<file path="src/rtl/coalesce_pkg.sv">
// Shared constants and state encoding for the warp memory coalescer.
package coalesce_pkg;

    localparam int THREADS  = 32;
    localparam int ADDR_W   = 32;
    localparam int SEG_LSB  = 7;
    localparam int SEGNUM_W = 5;
    localparam int TAG_W    = ADDR_W - SEG_LSB;

    typedef enum logic {
        ST_IDLE = 1'b0,
        ST_EMIT = 1'b1
    } coal_state_e;

endpackage

</file>
<file path="src/rtl/coalesce_pick.sv">
// Combinational segment picker: lowest pending thread selects the segment tag,
// and every pending thread in that same segment is flagged in match_o.
module coalesce_pick
    import coalesce_pkg::*;
(
    input  logic [THREADS-1:0]        pend_i,
    input  logic [THREADS*ADDR_W-1:0] addr_i,
    output logic [SEGNUM_W-1:0]       pick_o,
    output logic [TAG_W-1:0]          tag_o,
    output logic [THREADS-1:0]        match_o
);

    logic [ADDR_W-1:0] addr_a [THREADS];

    always_comb begin
        for (int k = 0; k < THREADS; k++) begin
            addr_a[k] = addr_i[k*ADDR_W +: ADDR_W];
        end
    end

    // Scanning downward leaves the lowest set index as the final winner.
    always_comb begin
        pick_o = '0;
        for (int k = THREADS - 1; k >= 0; k--) begin
            if (pend_i[k]) begin
                pick_o = SEGNUM_W'(k);
            end
        end
    end

    assign tag_o = addr_a[pick_o][ADDR_W-1:SEG_LSB];

    always_comb begin
        match_o = '0;
        for (int k = 0; k < THREADS; k++) begin
            match_o[k] = pend_i[k] && (addr_a[k][ADDR_W-1:SEG_LSB] == tag_o);
        end
    end

endmodule

</file>
<file path="src/rtl/coalesce_unit.sv">
// Warp memory coalescer: merges active threads sharing a 128 B segment and
// issues one segment address per unstalled cycle toward the L1 tag stage.
module coalesce_unit
    import coalesce_pkg::*;
(
    input  logic                      clk,
    input  logic                      reset,
    input  logic                      req_valid,
    output logic                      req_ready,
    input  logic [THREADS-1:0]        req_mask,
    input  logic [THREADS*ADDR_W-1:0] req_addr,
    input  logic                      stall,
    output logic [ADDR_W-1:0]         Coalesce2L1_o,
    output logic [SEGNUM_W-1:0]       SegNum,
    output logic                      Coal_valid,
    output logic                      Coal_last,
    output coal_state_e               dbg_state_o
);

    // Handshake: a request transfers on a rising edge where req_valid and
    // req_ready are both high; req_ready is high exactly while the FSM is idle.
    // The output slot advances only when it is empty or stall is low.

    coal_state_e               state_q, state_d;
    logic [THREADS-1:0]        pend_q, pend_d;
    logic [THREADS*ADDR_W-1:0] addr_q;
    logic [SEGNUM_W-1:0]       cnt_q, cnt_d;
    logic [ADDR_W-1:0]         oaddr_q, oaddr_d;
    logic [SEGNUM_W-1:0]       seg_q, seg_d;
    logic                      valid_q, valid_d;
    logic                      last_q, last_d;

    logic                      accept;
    logic                      slot_free;
    logic                      load;
    logic [SEGNUM_W-1:0]       pick;
    logic [TAG_W-1:0]          tag;
    logic [THREADS-1:0]        match;
    logic [THREADS-1:0]        rest;

    coalesce_pick u_pick (
        .pend_i  (pend_q),
        .addr_i  (addr_q),
        .pick_o  (pick),
        .tag_o   (tag),
        .match_o (match)
    );

    assign accept    = req_valid && (state_q == ST_IDLE);
    assign slot_free = !valid_q || !stall;
    assign load      = (state_q == ST_EMIT) && slot_free;
    assign rest      = pend_q & ~match;

    always_comb begin
        state_d = state_q;
        pend_d  = pend_q;
        cnt_d   = cnt_q;
        oaddr_d = oaddr_q;
        seg_d   = seg_q;
        valid_d = valid_q;
        last_d  = last_q;

        case (state_q)
            ST_IDLE: begin
                if (accept) begin
                    pend_d = req_mask;
                    cnt_d  = '0;
                    if (req_mask != '0) begin
                        state_d = ST_EMIT;
                    end
                end
            end
            ST_EMIT: begin
                if (slot_free) begin
                    oaddr_d = {tag, {SEG_LSB{1'b0}}};
                    seg_d   = cnt_q;
                    valid_d = 1'b1;
                    last_d  = (rest == '0);
                    pend_d  = rest;
                    // Hold the counter on the final segment so it never wraps.
                    if (rest == '0) begin
                        state_d = ST_IDLE;
                    end else begin
                        cnt_d = cnt_q + 1'b1;
                    end
                end
            end
            default: state_d = ST_IDLE;
        endcase

        if (!load && !stall) begin
            valid_d = 1'b0;
            last_d  = 1'b0;
        end
    end

    always_ff @(posedge clk or negedge reset) begin
        if (!reset) begin
            state_q <= ST_IDLE;
            pend_q  <= '0;
            cnt_q   <= '0;
            oaddr_q <= '0;
            seg_q   <= '0;
            valid_q <= 1'b0;
            last_q  <= 1'b0;
        end else begin
            state_q <= state_d;
            pend_q  <= pend_d;
            cnt_q   <= cnt_d;
            oaddr_q <= oaddr_d;
            seg_q   <= seg_d;
            valid_q <= valid_d;
            last_q  <= last_d;
        end
    end

    always_ff @(posedge clk or negedge reset) begin
        if (!reset) begin
            addr_q <= '0;
        end else if (accept) begin
            addr_q <= req_addr;
        end
    end

    assign req_ready     = (state_q == ST_IDLE);
    assign Coalesce2L1_o = oaddr_q;
    assign SegNum        = seg_q;
    assign Coal_valid    = valid_q;
    assign Coal_last     = last_q;
    assign dbg_state_o   = state_q;

endmodule

</file>
<file path="config.mk">
export PLATFORM = sky130hd
export DESIGN_NAME = coalesce_unit
export DESIGN_NICKNAME = d
export VERILOG_FILES = /design/src/rtl/coalesce_pkg.sv /design/src/rtl/coalesce_pick.sv /design/src/rtl/coalesce_unit.sv
export SDC_FILE = /design/constraint.sdc
export NUM_CORES = 2
export LEC_CHECK = 0
export ABC_CLOCK_PERIOD_IN_PS = 10100
export BUFFER_PORTS_ARGS = -buffer_cell sky130_fd_sc_hd__buf_2
export CELL_PAD_IN_SITES_DETAIL_PLACEMENT = 1
export CELL_PAD_IN_SITES_GLOBAL_PLACEMENT = 1
export CORE_ASPECT_RATIO = 1.1
export CORE_UTILIZATION = 30
export DETAILED_ROUTE_END_ITERATION = 10
export PLACE_DENSITY_LB_ADDON = 0.1
export SLEW_MARGIN = 20
export SYNTH_ARGS = -nofsm -noshare
export SYNTH_HDL_FRONTEND = slang
export SYNTH_HIERARCHICAL = 1
export SYNTH_SLANG_ARGS = --single-unit
</file>
<file path="constraint.sdc">
create_clock -name clk -period 10.1 [get_ports clk]
set_input_delay 1.01 -clock clk [delete_from_list [all_inputs] [get_ports clk]]
set_output_delay 1.01 -clock clk [all_outputs]
set_load 0.01 [all_outputs]
</file>
# == After elaboration in Yosys (flattened, before gate mapping) ==
# Cells that the tools add are included.
# classes
add_sub_neg,1
magnitude_cmp,1
eq_ne,35
n_mux,53
n_bitwise,4
reduce_logical,47
# op_table
operator,n
25-bit equality test,32
5-bit two-way mux,35
32-bit binary-select mux with 5-bit select,1
32-bit two-way mux,4
32-bit one-hot mux with 2 select lines,1
1-bit logical AND,35
32-bit AND,1
32-bit zero test,1
32-bit NOT,1
32-bit nonzero test,1
1-bit two-way mux,10
5-bit one-hot mux with 2 select lines,1
6-bit greater-or-equal comparator (second input constant),1
5-bit NOT with 6-bit output,1
2-bit AND reduction,3
5-bit by 1-bit adder with 5-bit output (second input constant),1
2-bit by 1-bit != test with 1-bit output (second input constant),2
2-bit nonzero test,2
1-bit zero test,3
3-bit AND reduction,1
2-bit != test (second input constant),1
1-bit one-hot mux with 2 select lines,1
1-bit logical OR,1
1-bit NOT,1
# word_totals
reg_bits,1094
in_bits,1060
out_inout_bits,41

# == Logic depth before layout (Yosys ltp) ==
# depth
ltp_word,44
mapped_depth,28
depth_no_buf,22

# == Modules after synthesis ==
# Netlist, hierarchy kept.
# modules_own_cells
module,n_inst,cells_per_inst,area_each_um2,seq_area_each_um2
coalesce_unit,1,2513,41665.0,27376.3
coalesce_pick,1,3091,21371.7,0.0

# == Worst setup path before layout ==
# No wires, ideal clock.
# synth_path
path_type,reg2reg
start,register pend_q[28]
end,register cnt_q[0]
setup_time_ps,125
t_arrival_ps,5640
required_time_ps,9975
setup_slack_ps,4335
path_stages_with_launch,23
n_path_buf,5
cell_sequence,dfrtp_1 -> o31a_1 -> o41ai_4 -> a21oi_4 -> inv_2 -> buf_4 -> buf_4 -> buf_2 -> buf_2 -> mux2i_1 -> a22oi_1 -> a2111oi_0 -> nand4_1 -> buf_4 -> xnor2_1 -> nand4_1 -> or4_1 -> nor4_1 -> inv_1 -> a2111oi_2 -> nand4_2 -> o21ai_2 -> mux2_2
# synth_via
elab_chain_cells,40
# synth_rtl
element,line,source
from (decl),coalesce_unit.sv:25,"logic [THREADS-1:0] pend_q, pend_d;"
from (signal assigned),coalesce_unit.sv:108,pend_q <= pend_d;
5-bit two-way mux (29 in series),coalesce_pick.sv:25,if (pend_i[k]) begin
5-bit NOT with 6-bit output (implied by the code),coalesce_pick.sv:31,assign tag_o = addr_a[pick_o][ADDR_W-1:SEG_LSB];
32-bit binary-select mux with 5-bit select,coalesce_pick.sv:31,
32-bit two-way mux (implied by the code) (2 in series),coalesce_pick.sv:31,
25-bit equality test,coalesce_pick.sv:36,match_o[k] = pend_i[k] && (addr_a[k][ADDR_W-1:SEG_LSB] == tag_o);
1-bit logical AND,coalesce_pick.sv:36,
via match[2],coalesce_unit.sv:38,logic [THREADS-1:0] match;
32-bit NOT,coalesce_unit.sv:52,assign rest = pend_q & ~match;
32-bit AND,coalesce_unit.sv:52,
32-bit zero test,coalesce_unit.sv:81,if (rest == '0) begin
2-bit != test (no line),-,
3-bit AND reduction (no line),-,
to (signal assigned),coalesce_unit.sv:109,cnt_q <= cnt_d;
to (decl),coalesce_unit.sv:27,"logic [SEGNUM_W-1:0] cnt_q, cnt_d;"
# The timed path passes the listed nets, and every way through them passes these cells. The select of a mux whose other input is x is not followed.
# A chain may end at the register's enable or synchronous reset.

# == Final worst setup path ==
# layout_path
start,register pend_q[21]
end,register cnt_q[1]
# layout_via
elab_chain_cells,33
# layout_rtl
element,line,source
5-bit two-way mux (22 in series),coalesce_pick.sv:25,
via pick[3],coalesce_unit.sv:36,logic [SEGNUM_W-1:0] pick;
5-bit NOT with 6-bit output (implied by the code),coalesce_pick.sv:31,
32-bit binary-select mux with 5-bit select,coalesce_pick.sv:31,
32-bit two-way mux (implied by the code) (2 in series),coalesce_pick.sv:31,
25-bit equality test,coalesce_pick.sv:36,
1-bit logical AND,coalesce_pick.sv:36,
via match[2],coalesce_unit.sv:38,
32-bit NOT,coalesce_unit.sv:52,
32-bit AND,coalesce_unit.sv:52,
32-bit zero test,coalesce_unit.sv:81,
2-bit != test (no line),-,
3-bit AND reduction (no line),-,
# The timed path passes the listed nets, and every way through them passes these cells. The select of a mux whose other input is x is not followed.

==> out/qor.yml <==
first_pass_iters: 11
drive_above_1_share_pct: 33.25
die_y_um: 450.7
routedWlPerCell_um: 39.16
finalClockSkew_ps: 44.03
arrival_ps: 10050
endpoint_kind: "register"
worst_setup_path_start_kind: "register"
cts.clk_slew.worst_paths_ps: 70
status: "complete, but fails checks"
cts_buffer_depth: 3
max_slew_margin_pct: 15.81
holdCritPathClass: "in -> async"
io_buffers: 869
violations: "DRC"
fin_util_pct: 36.08
stdcell_count: 8422
grt_pass1_wl_mm: 438.2
layout.nets: 6995
setup_slack_ps: 686.7
core_um2: 181600
cts_setup_buffers: 0
synthCells: 5156
grt_max_degree: 174
antenna_found_initial: 20
htreeDepth: 3
grt-ovfl-total: 0
tritoncts: "done"
wl_met3_mm: 23.55
root_buffer: "clkbuf_16"
gp_congestion: 0.9868
track_usage_pct: 34.78
required_ps: 10740
dieArea_um2: 184700
drt-met1-wl_mm: 140.4
p_per_area_nw_per_um2: 195.3
finalCritPeriodShare_pct: 93.20
hold_viol_final: 0
clk_latency_ps: 800
drtAntennaViolNets: 0
finalSetupViolCount: 0
grt_pass1_vias: 48840
cts_buffers: 100
rsz0062_at_grt: "false"
dp_hpwl_mm: 254.4
crit_type: "reg -> reg"
first_iter_violations: 5635
dr_wl_met2_mm: 144.3
drv_slew: 0
cts_sinks: 870
holdBufCountCts: 0
maxClockFrequency_mhz: 106.2
power_leakage_nw: 28.28
drc: 232
drv_cap: 0
period_needed_ps: 9413
die_x_um: 409.9
ir_drop_mv: 0.1373
avgSynthCellArea_um2: 10.65
io-pin-count: 1101
vias_per_cell: 5.783
ys_warn_count: 6
area_growth_pct: 19.33
initial_core_util_pct: 30.24
worst_pin_slew_ps: 1263
cts_resized: 0
cp_max_fo: 16
vias: 48710
synth_area_um2: 54910
wl_mm: 329.8
top_layer: "met5"
dp_cells: 8239
pre_cts_ws_ps: 1032
num_rows: 164
tns_ps: 0
==> layout by cell type (no fill, tap or decap), types with 9 or more instances in the layout <==
| cell | instances |
|---|---|
| o221ai_1 | 14 |
| a32oi_1 | 74 |
| buf_4 | 177 |
| a211oi_1 | 25 |
| xor2_1 | 417 |
| o211ai_1 | 15 |
| a221oi_1 | 44 |
| and2_1 | 22 |
| a21oi_1 | 117 |
| nor2_1 | 70 |
| dfrtp_1 | 869 |
| nor2_2 | 9 |
| buf_2 | 868 |
| a31oi_1 | 31 |
| nand3_1 | 152 |
| o21ai_0 | 158 |
| clkbuf_8 | 20 |
| a2111oi_2 | 13 |
| mux2_1 | 158 |
| a2111oi_0 | 31 |
| mux2_2 | 677 |
| inv_1 | 42 |
| or4_1 | 17 |
| buf_12 | 24 |
| nor4_1 | 118 |
| nand4_1 | 122 |
| xnor2_1 | 583 |
| nor2b_1 | 25 |
| nand2_1 | 412 |
| o22ai_1 | 17 |
| and3_1 | 14 |
| clkbuf_16 | 100 |
| diode_2 | 12 |
| clkbuf_1 | 23 |
| nor3_1 | 69 |
| a32o_1 | 9 |
| o2111ai_1 | 20 |
| mux2i_1 | 210 |
| a22oi_1 | 33 |
| nand2b_1 | 12 |
==> worst paths after layout <==
check	cells after the start	endpoint	startpoint	slack, ps
min	1	addr_q[634]	reset	310
min in group clk	2	addr_q[882]	req_addr[882]	450
max	23	cnt_q[1]	pend_q[21]	690
max reg2reg	23	cnt_q[1]	pend_q[21]	690
min reg2reg	1	SegNum[2]	SegNum[2]	500
max in group asynchronous	3	addr_q[400]	reset	7440
==> flip-flops by register name, indices dropped and copies added (netlist names) <==
signal,cells
dbg_state_o,1
addr_q,800
Coalesce2L1_o,25
pend_q,32
cnt_q,5
SegNum,5
Coal_valid,1
Coal_last,1
==> area by class of cell <==
| class | instances | area, µm² |
|---|---|---|
| clock buffer | 143 | 2864 |
| antenna | 12 | 30.03 |
| multi-input combinational | 3840 | 31130 |
| tap | 2407 | 3012 |
| timing repair buffer | 1071 | 6196 |
| fill | 20260 | 116100 |
| clock inverter | 28 | 317.8 |
| sequential | 870 | 21770 |
| inverter | 51 | 203.9 |
==> through the flow <==
stage / cell area (µm²) / hold slack (ps) / total power, mW
detailed placement: 62300 / 493.3 / 8.990
floorplan: 54930 / 475.8 / 6.478
finish: 65520 / 308.3 / 12.80
global route: 65500 / 381.5 / 13.07
CTS: 65480 / 328.4 / 12.70
global placement: 62260 / 487.4 / 8.951
==> worst max-delay path, cell delays in order (launching register included) <==
cell and delay [ps]:
dfrtp_1 600, nor4_1 670, o211ai_1 360, nand2_1 190
nand3_1 340, inv_2 240, nand3_1 210, nor2_2 860
nand3_1 330, nand3_1 350, nor3_1 200, a21oi_2 810
o21ai_0 430, or4_1 500, or4_1 470, nor4_1 950
buf_4 250, inv_1 50, a2111oi_2 360, buf_4 200
nand4_2 140, buf_12 190, o21ai_2 170, mux2_2 350
==> routing by layer <==
metal / track usage (%) / vias to the layer above
met3: 5.569 / 661
li1: - / 20040
met5: 0 / -
met4: 20.18 / 14
met2: 52.65 / 2597
met1: 46.79 / 25390
==> power breakdown <==
group / total [mW] / leakage [nW] / internal (mW) / switching, mW
combinational: 5.02 / 15.6 / 1.64 / 3.38
clock: 3.66 / 1.54 / 2.07 / 1.60
sequential: 4.12 / 11.2 / 3.71 / 0.411
total: 12.8 / 28.3 / 7.41 / 5.38
(Power assumes the default switching activity.)
